$ cat config.mk
export PLATFORM = sky130hd
export DESIGN_NAME = instr_fetch
export DESIGN_NICKNAME = d
export VERILOG_FILES = /design/src/rtl/instr_fetch.sv
export SDC_FILE = /design/constraint.sdc
export NUM_CORES = 1
export LEC_CHECK = 0
export BUFFER_PORTS_ARGS = -buffer_cell sky130_fd_sc_hd__buf_2
export CAP_MARGIN = 15
export CORE_AREA = 10 10 62 64
export DETAILED_ROUTE_END_ITERATION = 12
export DIE_AREA = 0 0 72 74
export PLACE_DENSITY_LB_ADDON = 0.12
export RECOVER_POWER = 50
export REMOVE_ABC_BUFFERS = 1
export SYNTH_ARGS = -nofsm -noshare
export SYNTH_HDL_FRONTEND = slang
export SYNTH_SLANG_ARGS = --single-unit
$ cat constraint.sdc
create_clock -name CLK -period 3.05 [get_ports CLK]
set_clock_uncertainty 0.05 [all_clocks]
set_input_delay 0.1525 -clock CLK [delete_from_list [all_inputs] [get_ports CLK]]
set_output_delay 0.1525 -clock CLK [all_outputs]
set_load 0.1 [all_outputs]
$ cat src/rtl/instr_fetch.sv
// -----------------------------------------------------------------------------
// instr_fetch -- byte-serial instruction fetch stage.
//
// Consumes one instruction byte per cycle from the memory port. It assembles
// one-byte (Opcode[7]=0) and two-byte (Opcode[7]=1, operand at the next
// address) instructions and presents them in a valid/ready output slot.
// Stalls are implemented by steering the upstream program counter back to
// the current address. The counter holds Addr-1, so loading PL=Addr-1 makes
// the same Addr reappear next cycle.
//
// Ports:
//   CLK        in   system clock (rising edge)
//   RST_N      in   synchronous active-low reset
//   Addr       in   [7:0] current fetch address (upstream counter + 1)
//   MemData    in   [7:0] instruction byte at Addr
//   MemValid   in   MemData is valid this cycle
//   PL         out  [7:0] parallel-load value for the program counter
//   PL_E       out  program-counter load enable (combinational)
//   Opcode     out  [7:0] registered opcode of the issued instruction
//   Operand    out  [7:0] registered operand (8'h00 for one-byte instructions)
//   InstValid  out  Opcode/Operand hold a valid instruction
//   InstReady  in   downstream accepts when InstValid && InstReady
//
// Build option:
//   IFETCH_JUMP_EN  when defined, opcode 8'hF0 (two bytes) is a jump. It is
//                   resolved here by loading the counter with target-1, and
//                   it is never passed downstream. When undefined, 8'hF0 is
//                   an ordinary two-byte instruction.
// -----------------------------------------------------------------------------
module instr_fetch (
  input  logic       CLK,
  input  logic       RST_N,
  input  logic [7:0] Addr,
  input  logic [7:0] MemData,
  input  logic       MemValid,
  output logic [7:0] PL,
  output logic       PL_E,
  output logic [7:0] Opcode,
  output logic [7:0] Operand,
  output logic       InstValid,
  input  logic       InstReady
);

  typedef enum logic [1:0] {
    START     = 2'd0,
    FETCH_OP  = 2'd1,
    FETCH_ARG = 2'd2
  } state_t;

  state_t     state_q, state_d;
  logic [7:0] op_latch_q, op_latch_d;
  logic [7:0] opcode_q, opcode_d;
  logic [7:0] operand_q, operand_d;
  logic       inst_valid_q, inst_valid_d;
  logic       slot_free;

  // The slot can take a new instruction if it is empty or is being drained
  // in this same cycle.
  assign slot_free = !inst_valid_q || InstReady;

  always_comb begin
    state_d      = state_q;
    op_latch_d   = op_latch_q;
    opcode_d     = opcode_q;
    operand_d    = operand_q;
    // A completed handshake empties the slot unless a load below refills it.
    inst_valid_d = inst_valid_q && !InstReady;
    PL_E         = 1'b0;
    // Stall value: Addr-1 keeps the same address on the bus next cycle.
    PL           = Addr - 8'd1;

    unique case (state_q)
      START: begin
        // Counter <= FF, so the first fetch address is 00.
        PL_E    = 1'b1;
        PL      = 8'hFF;
        state_d = FETCH_OP;
      end

      FETCH_OP: begin
        if (MemValid && MemData[7]) begin
          // First byte of a two-byte instruction. It is held internally, so
          // the output slot does not need to be free yet.
          op_latch_d = MemData;
          state_d    = FETCH_ARG;
        end else if (MemValid && slot_free) begin
          opcode_d     = MemData;
          operand_d    = 8'h00;
          inst_valid_d = 1'b1;
        end else begin
          PL_E = 1'b1;
        end
      end

      FETCH_ARG: begin
`ifdef IFETCH_JUMP_EN
        if (MemValid && (op_latch_q == 8'hF0)) begin
          // Jump resolved locally: the next Addr becomes the target.
          PL_E    = 1'b1;
          PL      = MemData - 8'd1;
          state_d = FETCH_OP;
        end else if (MemValid && slot_free) begin
`else
        if (MemValid && slot_free) begin
`endif
          opcode_d     = op_latch_q;
          operand_d    = MemData;
          inst_valid_d = 1'b1;
          state_d      = FETCH_OP;
        end else begin
          PL_E = 1'b1;
        end
      end

      default: begin
        PL_E    = 1'b1;
        PL      = 8'hFF;
        state_d = START;
      end
    endcase

    // Reset overrides the counter load so that fetching restarts at 00.
    if (!RST_N) begin
      PL_E = 1'b1;
      PL   = 8'hFF;
    end
  end

  always_ff @(posedge CLK) begin
    if (!RST_N) begin
      state_q      <= START;
      op_latch_q   <= 8'h00;
      opcode_q     <= 8'h00;
      operand_q    <= 8'h00;
      inst_valid_q <= 1'b0;
    end else begin
      state_q      <= state_d;
      op_latch_q   <= op_latch_d;
      opcode_q     <= opcode_d;
      operand_q    <= operand_d;
      inst_valid_q <= inst_valid_d;
    end
  end

  assign Opcode    = opcode_q;
  assign Operand   = operand_q;
  assign InstValid = inst_valid_q;

endmodule

; ---- Word-level counts from Yosys, hierarchy flattened
; Cells that the tools add are included.
[totals]
ff_bits = 27
out_inout_bits = 26
elab_cells = 43
[op_classes]
n_addsub = 1
n_eq_ne = 6
muxes = 19
n_reduce_logical = 12
[ops]
columns = operator, count
row1 = $mux W8, 7
row2 = $pmux W8 S2, 2
row3 = $ne A2 B2 Y1 const B, 4
row4 = $sub A8 B1 Y8 const B, 1
row5 = $pmux W2 S3, 1
row6 = $mux W1, 5
row7 = $mux W2, 2
row8 = $pmux W1 S2, 2
row9 = $reduce_and A2 Y1, 2
row10 = $reduce_and A4 Y1, 1
row11 = $logic_and A1 B1 Y1, 3
row12 = $eq A2 B1 Y1 const B, 1
row13 = $eq A2 B2 Y1 const B, 1
row14 = $logic_not A1 Y1, 2
row15 = $logic_not A2 Y1, 1
row16 = $reduce_bool A2 Y1, 1
row17 = $reduce_or A2 Y1, 1
row18 = $logic_or A1 B1 Y1, 1

; ---- Depth between registers and ports, before layout
[depth]
ltp_word = 7
depth_mapped = 7

; ---- Least setup slack after synthesis
; OpenSTA, ideal clock, no wires.
[synth_path]
path_kind = register to output
startpoint = register inst_valid_q (netlist: InstValid)
endpoint = output port PL_E
arrival_ns = 3.499
required_time_ns = 2.847
slack_ns = -0.652
path_stages_with_launch = 4
n_path_buf = 0
path_cell_list = dfxtp_1 nand2b_1 and2_1 o21ai_0
[synth_via]
elab_chain_len = 7
[synth_lines]
columns = item, line
row1 = from (decl), 54  ; logic inst_valid_q, inst_valid_d;
row2 = from (signal assigned), 141  ; inst_valid_q <= inst_valid_d;
row3 = $logic_not A1 Y1 (*), 59  ; assign slot_free = !inst_valid_q || InstReady;
row4 = $logic_or A1 B1 Y1 (*), 59
row5 = $logic_and A1 B1 Y1 (*), "86, 104"
row6 = $mux W1 (*), "86, 104"
row7 = $mux W1, 81  ; if (MemValid && MemData[7]) begin
row8 = $pmux W1 S2 (*), 72  ; unique case (state_q)
row9 = $mux W1 (*), 123  ; if (!RST_N) begin
row10 = to (decl), 37  ; output logic PL_E,
; Every way passes the cells marked *; elsewhere a longest branch is shown, timed or not.

; ---- Worst setup path in the final report
[layout_path]
startpoint = register state_q[0]
endpoint = output port PL[4]
[layout_via]
elab_chain_len = 4
[layout_lines]
columns = item, line
row1 = from (decl), 50  ; state_t state_q, state_d;
row2 = from (signal assigned), 137  ; state_q <= state_d;
row3 = $eq A2 B2 Y1 or $eq A2 B1 Y1 (tied branches), 72
row4 = $reduce_or A2 Y1 (no line) (*), n/a
row5 = $mux W8 (*), 72
row6 = $mux W8 (*), 123
row7 = to (decl), 36  ; output logic [7:0] PL,
; Marks and branches as above.

==> key figures <==
Layout
  • Register area: between 500 and 600 sq um
  • # diodes: 0
  • Layout filler cell count: 273
  • Design area: approximately 1600 sq um
  • Multi-input logic area: roughly 740 sq um
  • Final core occ: between 60 and 70%
  • Share of cells above drive strength 1: roughly a fifth
  • Area growth from synthesis to layout: 20.6%
  • Nets@finish: roughly 240

Synth
  • Post-synth EDFFs: 0
  • Async set-reset flop share out of synthesis: 0%
  • Largest area contributor in the synthesized netlist: dfxtp_1
  • Avg Cell Area, Syn: 8.27 sq um
  • Synthesized area: around 1300 sq um
  • Post-synthesis sequential area ratio: 40.1%
  • Syn Inst Count: between 150 and 200
  • Post-synthesis register bit count: 27
  • Area contributors post-synth: dfxtp_1, nand2_1, a21oi_1
  • Synth warn: 0
  • Main flop type after synthesis: dfxtp_1
  • Synth top area share: between 40% and 50%
  • Synth unique cells: 31

Global routing
  • Largest net degree at the start of global routing: 28
  • Total track usage: between 10 and 15%
  • Initial antenna violation count: 0
  • Global-route wire length before repair: roughly 5.6 mm
  • Number of global-route vias before repair: approximately 1,300
  • Remaining Overflow, GRT: 0

CTS
  • CTS Sinks: 27
  • CTS tree: built
  • H-tree depth: 1
  • CTS root buf: clkbuf_4
  • Post-CTS Setup Bufs: 0
  • Clk slew on worst S/H paths: 0.13 ns
  • PostCTS Resize Cnt: 0
  • Inserted Clock Buffers: 3
  • Clock latency on the worst-skew pair: between 0.3 and 0.4 ns
  • CTS max path bufs: 2

Worst setup path
  • CP endpoint kind: output pin
  • Worst Path Arrival: approximately 2.0 ns
  • CP max stage cell: buf_2
  • Required time worst endpoint: about 2.9 ns
  • Startpoint Class: flop
  • CP max FO: 9
  • Crit-path cells: inv_1, ha_1, and2_1, o21ai_0, buf_2
  • Worst Path Class, Setup: reg -> out
  • CP max stage delay: 0.44 ns

Die
  • Initial Util: between 50 and 60%
  • Top Ports: between 40 and 50
  • Die height: between 70 and 80 um
  • Row Count: 19
  • Die area: 5330 sq um
  • Chip width: ~72 um
  • Core area: around 2700 sq um

Power
  • PD cells: around 600 nW/um^2
  • Tot Pwr: between 0.9 and 1 mW
  • Leakage: roughly 0.59 nW
  • Worst vdd ir: approximately 380 uV

Route
  • 1st-iter DRT viols: 71
  • Vias/cell: between 5 and 6
  • Vias: ~1,300
  • Drt wl/cell: 13.8 um
  • Final ANT Viol Nets: 0
  • Routed Wire Length: 3.32 mm
  • # DRC: 0
  • Drt first pass iters: 4

Timing
  • Slew at the pin closest to its max-slew limit: around 1.2 ns
  • Tmin final: 2.15 ns
  • Period utilization: a little over two thirds
  • Worst slew margin: 21.7%
  • Pins over their slew limit: 0
  • Final hold vios: 0
  • Max Clk Rate: 465 MHz
  • Endpoints failing setup: 0
  • RSZ-0062 raised after global routing: no
  • Setup TNS: 0 ns

Outcome
  • Status: finished clean

Job
  • Max Cap Viol: 0

Min path
  • HP Class: in -> reg

Placed design
  • Placement Cell Area: between 1500 and 2000 sq um
  • Post-DP HPWL: 2.50 mm
  • Final GP Congestion: ~0.82
  • Port bufs: 45
[layout by cell type (no fill, tap or decap), types with 3 or more instances in the layout]
| cell type | instances |
|---|---|
| a211oi_1 | 4 |
| a211oi_2 | 4 |
| a21oi_1 | 22 |
| and3_1 | 4 |
| buf_2 | 28 |
| clkbuf_1 | 18 |
| clkbuf_4 | 3 |
| dfxtp_1 | 27 |
| dlygate4sd3_1 | 5 |
| ha_1 | 5 |
| inv_1 | 4 |
| mux2i_1 | 9 |
| nand2_1 | 30 |
| nand3_1 | 9 |
| nor2_1 | 12 |
| o21ai_0 | 3 |
| xnor2_1 | 3 |
[synthesized netlist by cell type, types with 2 or more instances]
cell type / n
a211oi_1: 4
and3_1: 4
mux2i_1: 9
inv_2: 2
clkbuf_1: 2
nor2_1: 12
o21ai_0: 3
dfxtp_1: 27
nand2_1: 30
and2_1: 2
inv_1: 4
o21ai_1: 2
nand3_1: 9
a211oi_2: 4
xnor2_1: 3
nor3_1: 2
buf_2: 3
ha_1: 5
nor2b_1: 2
a21oi_1: 22
buf_6: 2
[worst max-delay path: cells and delay by family (launching register included)]
family / cells / cell delay (ns)
AO/OA/AOI/OAI: 1 / 0.10
adder cells (fa/ha/maj): 1 / 0.34
buffers and inverters: 2 / 0.53
AND/OR/NAND/NOR: 1 / 0.24
flip-flops: 1 / 0.41
[area by class of cell]
| type | count | area share [%] |
|---|---|---|
| clock inverters | 1 | 0.462 |
| repair buffers | 51 | 15.9 |
| multi-input cells | 122 | 45.3 |
| clock buffers | 3 | 1.39 |
| flip-flops and latches | 27 | 33.3 |
| inverters | 6 | 1.39 |
| well taps | 31 | 2.39 |
[state kept, by name, indices dropped and copies added (netlist names)]
signal and count:
InstValid 1, Opcode 8, op_latch_q 8, Operand 8
state_q 2
[through the flow]
step	hold WS, ns	setup WS [ns]	cells
finish	0.0208	0.900	241
global route	0.0125	0.739	241
CTS	0.00866	0.876	241
detailed placement	0.374	1.07	232
global placement	0.368	1.20	232
floorplan	0.238	-0.652	155
[report_power, final]
group | internal [mW] | total (mW) | switching (mW)
Clock | 0.0503 | 0.158 | 0.107
Sequential | 0.379 | 0.395 | 0.0156
Combinational | 0.0876 | 0.421 | 0.333
[per-layer routing]
layer  vias to the layer above  track usage [%]  part of all wire [%]
li1                        661                -                     -
met1                       606             13.4                    42
met2                        30             22.6                    50
met3                         4             4.52                   7.1
met4                         0             4.52                   1.0
met5                         -                0                     0
[final timing paths]
path	startpoint	to	slack (ns)	depth (start not counted)
setup / recovery	state_q[0]	PL[4]	0.90	5
hold / removal	MemData[4]	op_latch_q[4]	0.02	3
hold reg to reg	Operand[6]	Operand[6]	0.41	2
setup reg to reg	state_q[0]	state_q[1]	0.95	7
[cells by family after synthesis]
| logic type | count (synthesis) | share of synthesized area [%] |
|---|---|---|
| and+or+nand+nor | 66 | 22.2 |
| AOI/OAI and AO/OA | 39 | 19.1 |
| DFF | 27 | 40.1 |
| buffers and inverters | 14 | 5.29 |
| muxes | 9 | 6.69 |
| adders and majority gates | 5 | 4.64 |
| xor gates and xnor gates | 3 | 1.95 |
[repair_timing]
item,in CTS,in global routing
hold buffers,5,0
endpoints found under the hold margin,5,0
endpoints found under the setup margin,0,0
(Power assumes the default switching activity.)
